==> src/rtl/mc_controller.sv <==
// Multicycle control FSM for the 8-bit MIPS datapath: byte-wise fetch, decode, execute.
// Define MC_ADDI_EN to add addi support (ADDIEX/ADDIWR states).
module mc_controller (
    input  logic       clk,
    input  logic       reset,
    input  logic [5:0] op,
    input  logic [5:0] funct,
    input  logic       zero,
    output logic       memread,
    output logic       memwrite,
    output logic       alusrca,
    output logic [1:0] alusrcb,
    output logic       iord,
    output logic [3:0] irwrite,
    output logic       memtoreg,
    output logic       regdst,
    output logic       regwrite,
    output logic       pcen,
    output logic [1:0] pcsource,
    output logic [2:0] alucontrol,
    output logic [3:0] state
);

    localparam logic [5:0] OP_LB    = 6'b100000;
    localparam logic [5:0] OP_SB    = 6'b101000;
    localparam logic [5:0] OP_RTYPE = 6'b000000;
    localparam logic [5:0] OP_BEQ   = 6'b000100;
    localparam logic [5:0] OP_J     = 6'b000010;
`ifdef MC_ADDI_EN
    localparam logic [5:0] OP_ADDI  = 6'b001000;
`endif

    typedef enum logic [3:0] {
        FETCH1  = 4'd0,
        FETCH2  = 4'd1,
        FETCH3  = 4'd2,
        FETCH4  = 4'd3,
        DECODE  = 4'd4,
        MEMADR  = 4'd5,
        LBRD    = 4'd6,
        LBWR    = 4'd7,
        SBWR    = 4'd8,
        RTYPEEX = 4'd9,
        RTYPEWR = 4'd10,
        BEQEX   = 4'd11,
        JEX     = 4'd12
`ifdef MC_ADDI_EN
        ,
        ADDIEX  = 4'd13,
        ADDIWR  = 4'd14
`endif
    } state_t;

    state_t     state_q;
    state_t     state_d;

    logic       mem_rd;
    logic       mem_wr;
    logic [3:0] ir_wr;
    logic       reg_wr;
    logic       pcwrite;
    logic       branch;

    always_ff @(posedge clk or negedge reset) begin
        if (!reset)
            state_q <= FETCH1;
        else
            state_q <= state_d;
    end

    always_comb begin
        state_d = FETCH1;
        case (state_q)
            FETCH1:  state_d = FETCH2;
            FETCH2:  state_d = FETCH3;
            FETCH3:  state_d = FETCH4;
            FETCH4:  state_d = DECODE;
            DECODE: begin
                case (op)
                    OP_LB, OP_SB: state_d = MEMADR;
                    OP_RTYPE:     state_d = RTYPEEX;
                    OP_BEQ:       state_d = BEQEX;
                    OP_J:         state_d = JEX;
`ifdef MC_ADDI_EN
                    OP_ADDI:      state_d = ADDIEX;
`endif
                    default:      state_d = FETCH1;
                endcase
            end
            MEMADR: begin
                if (op == OP_LB)
                    state_d = LBRD;
                else if (op == OP_SB)
                    state_d = SBWR;
                else
                    state_d = FETCH1;
            end
            LBRD:    state_d = LBWR;
            RTYPEEX: state_d = RTYPEWR;
`ifdef MC_ADDI_EN
            ADDIEX:  state_d = ADDIWR;
`endif
            default: state_d = FETCH1;
        endcase
    end

    always_comb begin
        mem_rd     = 1'b0;
        mem_wr     = 1'b0;
        alusrca    = 1'b0;
        alusrcb    = 2'b00;
        iord       = 1'b0;
        ir_wr      = 4'b0000;
        memtoreg   = 1'b0;
        regdst     = 1'b0;
        reg_wr     = 1'b0;
        pcwrite    = 1'b0;
        branch     = 1'b0;
        pcsource   = 2'b00;
        alucontrol = 3'b010;
        case (state_q)
            FETCH1, FETCH2, FETCH3, FETCH4: begin
                mem_rd  = 1'b1;
                alusrcb = 2'b01;
                pcwrite = 1'b1;
                // FETCH1..FETCH4 are encodings 0..3, so the low bits select the byte lane
                ir_wr   = 4'b0001 << state_q[1:0];
            end
            DECODE: alusrcb = 2'b11;
            MEMADR: begin
                alusrca = 1'b1;
                alusrcb = 2'b10;
            end
            LBRD: begin
                mem_rd = 1'b1;
                iord   = 1'b1;
            end
            LBWR: begin
                reg_wr   = 1'b1;
                memtoreg = 1'b1;
            end
            SBWR: begin
                mem_wr = 1'b1;
                iord   = 1'b1;
            end
            RTYPEEX: begin
                alusrca = 1'b1;
                case (funct)
                    6'b100010: alucontrol = 3'b110;
                    6'b100100: alucontrol = 3'b000;
                    6'b100101: alucontrol = 3'b001;
                    6'b101010: alucontrol = 3'b111;
                    default:   alucontrol = 3'b010;
                endcase
            end
            RTYPEWR: begin
                reg_wr = 1'b1;
                regdst = 1'b1;
            end
            BEQEX: begin
                alusrca    = 1'b1;
                alucontrol = 3'b110;
                pcsource   = 2'b01;
                branch     = 1'b1;
            end
            JEX: begin
                pcwrite  = 1'b1;
                pcsource = 2'b10;
            end
`ifdef MC_ADDI_EN
            ADDIEX: begin
                alusrca = 1'b1;
                alusrcb = 2'b10;
            end
            ADDIWR: reg_wr = 1'b1;
`endif
            default: ;
        endcase
    end

    // Strobes are masked while reset is low, since the held FETCH1 state would otherwise drive them
    assign memread  = mem_rd & reset;
    assign memwrite = mem_wr & reset;
    assign regwrite = reg_wr & reset;
    assign irwrite  = reset ? ir_wr : 4'b0000;
    assign pcen     = (pcwrite | (branch & zero)) & reset;
    assign state    = state_q;

endmodule

==> config.mk <==
export PLATFORM = sky130hd
export DESIGN_NAME = mc_controller
export DESIGN_NICKNAME = d
export VERILOG_FILES = /design/src/rtl/mc_controller.sv
export SDC_FILE = /design/constraint.sdc
export NUM_CORES = 1
export LEC_CHECK = 0
export CAP_MARGIN = 30
export CELL_PAD_IN_SITES_DETAIL_PLACEMENT = 1
export CELL_PAD_IN_SITES_GLOBAL_PLACEMENT = 2
export CORE_MARGIN = 2
export CORE_UTILIZATION = 26
export CTS_CLUSTER_DIAMETER = 200
export DETAILED_ROUTE_END_ITERATION = 8
export DONT_BUFFER_PORTS = 1
export HOLD_SLACK_MARGIN = 0.1
export PLACE_DENSITY_LB_ADDON = 0.1
export SYNTH_ARGS = -nofsm -noshare
export SYNTH_HDL_FRONTEND = slang
export SYNTH_SLANG_ARGS = --single-unit
==> constraint.sdc <==
create_clock -name clk -period 1.35 [get_ports clk]
set_clock_uncertainty 0.05 [all_clocks]
set_input_delay 0.3375 -clock clk [delete_from_list [all_inputs] [get_ports clk]]
set_output_delay 0.3375 -clock clk [all_outputs]
set_load 0.005 [all_outputs]
## Word level (Yosys, flattened, before mapping)

Index checks and enable logic that the tools add are counted.

- Equal/unequal tests: 20
- Shifts and indexed selects: 1
- Muxes and demuxes: 19
- Bitwise gates (word level): 6
- Reduce and logical (&&, ||, !) cells: 9

Operators with widths:

| cell | count |
|---|---|
| 6-bit == test (second input constant) | 6 |
| 4-bit one-hot mux with 8 select lines | 1 |
| 4-bit == test (second input constant) | 5 |
| 4-bit by 3-bit == test with 1-bit output (second input constant) | 4 |
| 4-bit 2-to-1 mux | 4 |
| 4-bit one-hot mux with 4 select lines | 1 |
| 3-bit one-hot mux with 4 select lines | 1 |
| 5-bit OR reduction | 2 |
| 1-bit 2-to-1 mux | 9 |
| 4-bit by 2-bit == test with 1-bit output (second input constant) | 2 |
| 6-bit by 2-bit == test with 1-bit output (second input constant) | 1 |
| 6-bit by 3-bit == test with 1-bit output (second input constant) | 1 |
| 6-bit logical NOT | 1 |
| 2-bit one-hot mux with 3 select lines | 1 |
| 3-bit one-hot mux with 2 select lines | 1 |
| 2-bit OR reduction | 3 |
| 1-bit bitwise AND | 5 |
| 4-bit by 1-bit == test with 1-bit output (second input constant) | 1 |
| 4-bit logical NOT | 1 |
| 2-bit one-hot mux with 2 select lines | 1 |
| 4-bit OR reduction | 1 |
| 1-bit by 2-bit << shifter with 4-bit output (first input constant) | 1 |
| 3-bit OR reduction | 1 |
| 1-bit bitwise OR | 1 |

- Register bits: 4
- Input bits: 15
- Output and inout bits: 23

## Longest topological paths before layout

- Depth in word-level cells: 5
- Mapped depth: 4
- Depth with buffers taken out: 3

## Worst setup path after synthesis

OpenSTA, ideal clock, no wires.

- Path type: flip-flop to output port
- Start point: register state_q[3] (netlist: state[3])
- End point: output irwrite[0]
- Arrival: 1.046 ns
- Data required time: 0.962 ns
- Setup slack: -0.084 ns
- Stages on the path, launching flop included: 5
- Buffers on the path: 1
- Cells stage by stage: dfrtp_1 buf_2 nand2b_1 or2_1 nor2_1

- Cells in the longest elaborated chain, start to end: 4

Ends and longest elaborated chain:

| what | RTL line | source |
|---|---|---|
| start: declaration | 54 | `state_t state_q;` |
| start signal: assignment | 68 | `state_q <= state_d;` |
| 4-bit by 2-bit == test with 1-bit output (tied with other cells) | 121 | `case (state_q)` |
| 4-bit OR reduction (*) | - |  |
| 4-bit 2-to-1 mux (*) | 121 |  |
| 4-bit 2-to-1 mux (*) | 185 | `assign irwrite = reset ? ir_wr : 4'b0000;` |
| end: declaration | 14 | `output logic [3:0] irwrite,` |

Every way passes the cells marked *; elsewhere a longest branch is shown, timed or not.

## Worst setup path after layout

- Start point: register state_q[2] (netlist: state[2])
- End point: output alucontrol[1]

- Cells in the longest elaborated chain, start to end: 2

Ends and longest elaborated chain:

| what | RTL line | source |
|---|---|---|
| 4-bit == test | 121 |  |
| 3-bit one-hot mux with 2 select lines (*) | 121 |  |
| end: declaration | 20 | `output logic [2:0] alucontrol,` |

Marks and branches as above.

==> out/summary.json <==
{
  "run_status": {
    "outcome": "finished with violations",
    "violations_in_the_final_reports": "negative setup slack"
  },
  "yosys": {
    "synth.yosys.seq_area_share": 0.189,
    "syn_avg_cell_area_um2": 7.37,
    "synth-seq-cells": 4,
    "netlist-cell-type-count": 29,
    "postSynthCellCount": 72,
    "synth-warning-count": 0,
    "cell_area_after_synthesis_um2": 531,
    "synthesis.nets": 87
  },
  "sta": {
    "final_critical_path_setup_slack_ns": -0.313,
    "finalSetupViolations": 20,
    "hold-worst-slack_ns": 0.199,
    "final_hold_viol_count": 0,
    "clock.fmax_mhz": 601,
    "fin_crit_ns": 1.66,
    "relSlewSlack": 0.790,
    "post-route-period-util": 1.23,
    "slew_viol_final": 0,
    "tightest_pin_transition_ns": 0.312,
    "unrepaired_setup_endpoints_after_global_routing": "true"
  },
  "cells_and_area": {
    "diode_count": 0,
    "post-route-cell-area_um2": 905,
    "number_of_flip_flops_under_the_largest_register_name": 4,
    "layout.cells.non_filler": 120,
    "final_common_cell": "sky130_fd_sc_hd__buf_4",
    "post_route_cells_drive_above_1_share": 0.602,
    "nNetsFinal": 110,
    "mostFrequentLayoutCells": "sky130_fd_sc_hd__buf_4, sky130_fd_sc_hd__nor2_1, sky130_fd_sc_hd__nor2_4",
    "area_growth_pct": 70.5
  },
  "worst_setup_path": {
    "setup.worst_path.end_class": "output port",
    "critPathArrivalTime_ns": 1.28,
    "timing.critical_path.cells": "and2b_2 > nand4b_1 > nand2b_4",
    "timing.critical_path.from_type": "flip-flop",
    "critical_path.slowest_cell": "sky130_fd_sc_hd__dfrtp_2",
    "path_buf_inv": 0,
    "timing.critical_path.slowest_cell_delay_ns": 0.43,
    "crit_required_ns": 0.96,
    "worstSetupPathType": "flip-flop to output port",
    "cell_family_contributing_the_most_delay_on_the_critical_path": "simple AND/OR/NAND/NOR gates",
    "path_max_fanout": 6
  },
  "pwr": {
    "peakVddDrop_uv": 867,
    "p_leak_nw": 0.352,
    "overall_power_mw": 1.47,
    "power_density_mw_per_mm2": 1630
  },
  "grt": {
    "globalRoute.totalOverflow": 0,
    "grt.total_usage": 0.180,
    "grt_start_max_net_pins": 9,
    "via_count_of_the_first_global_routing_pass": 672,
    "grt_antenna_before_repair": 0,
    "wire_length_of_the_first_global_routing_pass_um": 3350
  },
  "detailed_routing": {
    "dr.first_iter.drc_count": 2,
    "drt_wl_total_um": 1910,
    "wl_per_cell_um": 15.9,
    "drtPass1Iterations": 2,
    "dr_total_vias": 623,
    "ant_nets": 0,
    "drt_via_density": 5.19,
    "drc_errors": 0
  },
  "placement": {
    "placedCellCount": 114,
    "place.detailed.hpwl_um": 1450,
    "place_ws_ns": -0.0969,
    "placed_area_um2": 704,
    "gp_congestion": 0.724,
    "placement.io_buffers": 0
  },
  "clock_network": {
    "clock_tree.root_cell": "sky130_fd_sc_hd__clkbuf_4",
    "number_of_h_tree_branching_levels": 1,
    "cts_made_buffers": 3,
    "clock_path_buffers": 2,
    "clk_latency_ns": 0.23,
    "clock_pin_slew_worst_setup_and_hold_paths_ns": 0.04,
    "tritoncts": "built",
    "clock-sinks": 4
  },
  "floorplan": {
    "die_outline_area_mm2": 0.00242,
    "placement_rows": 16,
    "die_h_um": 49.2,
    "dieWidth_um": 49.2,
    "top_level_ports": 38,
    "floorplan.initialDensity": 0.273,
    "placeableCoreArea_mm2": 0.00194
  },
  "worst_hold_path": {
    "hold_class": "input pin to flip-flop"
  },
  "flow_run": {
    "maxCapViolCount": 0
  }
}
## layout make-up
type	instances	area, um^2
Timing Repair Buffer	22	184
Clock buffer	3	22.5
Fill cell	248	1040
Multi-Input combinational cell	60	544
Sequential cell	4	105
Inverter	4	15.0
Tap cell	27	33.8
## kinds of logic (layout without fill, tap and decap cells)
group,after synthesis,count (layout),synth area share
buf+inv,8,29,0.0660
compound gates,15,15,0.198
mux,1,1,0.0189
simple gates,43,43,0.512
flops,4,4,0.189
xor+xnor,1,1,0.0165
## report_power, final
| group | internal (mW) | switching, mW |
|---|---|---|
| clock network | 0.0994 | 0.0476 |
| registers | 0.171 | 0.0808 |
| logic | 0.521 | 0.555 |
| total | 0.792 | 0.683 |
## worst reg2reg max path, cell delays in order (launching register included)
cell                       delay, ns
sky130_fd_sc_hd__dfrtp_2        0.44
sky130_fd_sc_hd__buf_4          0.17
sky130_fd_sc_hd__nor2b_2        0.12
sky130_fd_sc_hd__buf_4          0.12
sky130_fd_sc_hd__nand4b_1       0.12
sky130_fd_sc_hd__o211ai_1       0.26
## what timing repair did
item	4_1_cts	5_1_grt
setup buffers	1	0
hold buffers	1	0
gates resized for setup	26	14
hold endpoints to repair	4	0
endpoints found under the setup margin	21	21
gates cloned	1	0
pin swaps	5	8
## cell usage after synthesis
cell                        count  area, um^2
sky130_fd_sc_hd__nor2_1        11        41.3
sky130_fd_sc_hd__nand2_1        6        22.5
sky130_fd_sc_hd__nand2b_1       6        37.5
sky130_fd_sc_hd__a21oi_1        5        25.0
sky130_fd_sc_hd__buf_2          4        20.0
sky130_fd_sc_hd__dfrtp_1        4         100
sky130_fd_sc_hd__inv_1          4        15.0
sky130_fd_sc_hd__and3_1         3        18.8
sky130_fd_sc_hd__nand4b_1       3        26.3
sky130_fd_sc_hd__nor3b_1        3        22.5
sky130_fd_sc_hd__nand3_1        2        10.0
sky130_fd_sc_hd__nand4_1        2        12.5
sky130_fd_sc_hd__nor2b_1        2        12.5
sky130_fd_sc_hd__o21a_1         2        15.0
sky130_fd_sc_hd__a2bb2oi_1      1        8.76
sky130_fd_sc_hd__a311oi_2       1        15.0
sky130_fd_sc_hd__a31oi_1        1        6.26
sky130_fd_sc_hd__and2b_1        1        7.51
sky130_fd_sc_hd__mux2i_1        1        10.0
sky130_fd_sc_hd__nor4_4         1        21.3
sky130_fd_sc_hd__nor4b_4        1        23.8
sky130_fd_sc_hd__o211ai_1       1        7.51
sky130_fd_sc_hd__o21ai_0        1        5.00
sky130_fd_sc_hd__o21bai_1       1        7.51
sky130_fd_sc_hd__o221ai_1       1        8.76
sky130_fd_sc_hd__o22ai_1        1        6.26
sky130_fd_sc_hd__or2_1          1        6.26
sky130_fd_sc_hd__or3b_1         1        8.76
sky130_fd_sc_hd__xor2_1         1        8.76
## metrics by stage
step | setup TNS, ns | utilization
after CTS | -4.45 | 0.434
after global placement | -0.545 | 0.363
after global routing | -5.42 | 0.466
after floorplan | -0.237 | -
after detailed placement | -0.612 | 0.363
final | -4.14 | 0.466
## worst paths after layout
path	from	end	slack (ns)	cells past startpoint
min in group asynchronous	reset	state[1]	0.33	1
hold reg to reg	state[3]	state[2]	0.60	2
hold / removal	op[3]	state[1]	0.20	1
setup reg to reg	state[3]	state[3]	-0.04	5
setup / recovery	state[2]	alucontrol[1]	-0.31	3
max in group asynchronous	reset	state[0]	0.72	1
## routing by layer
layer	vias up	part of all wire	global-route usage
met1	303	0.37	0.200
li1	303	-	-
met2	17	0.57	0.311
met4	0	0	0.0714
met3	0	0.054	0.0613
met5	-	0	0
(Power assumes the default switching activity.)
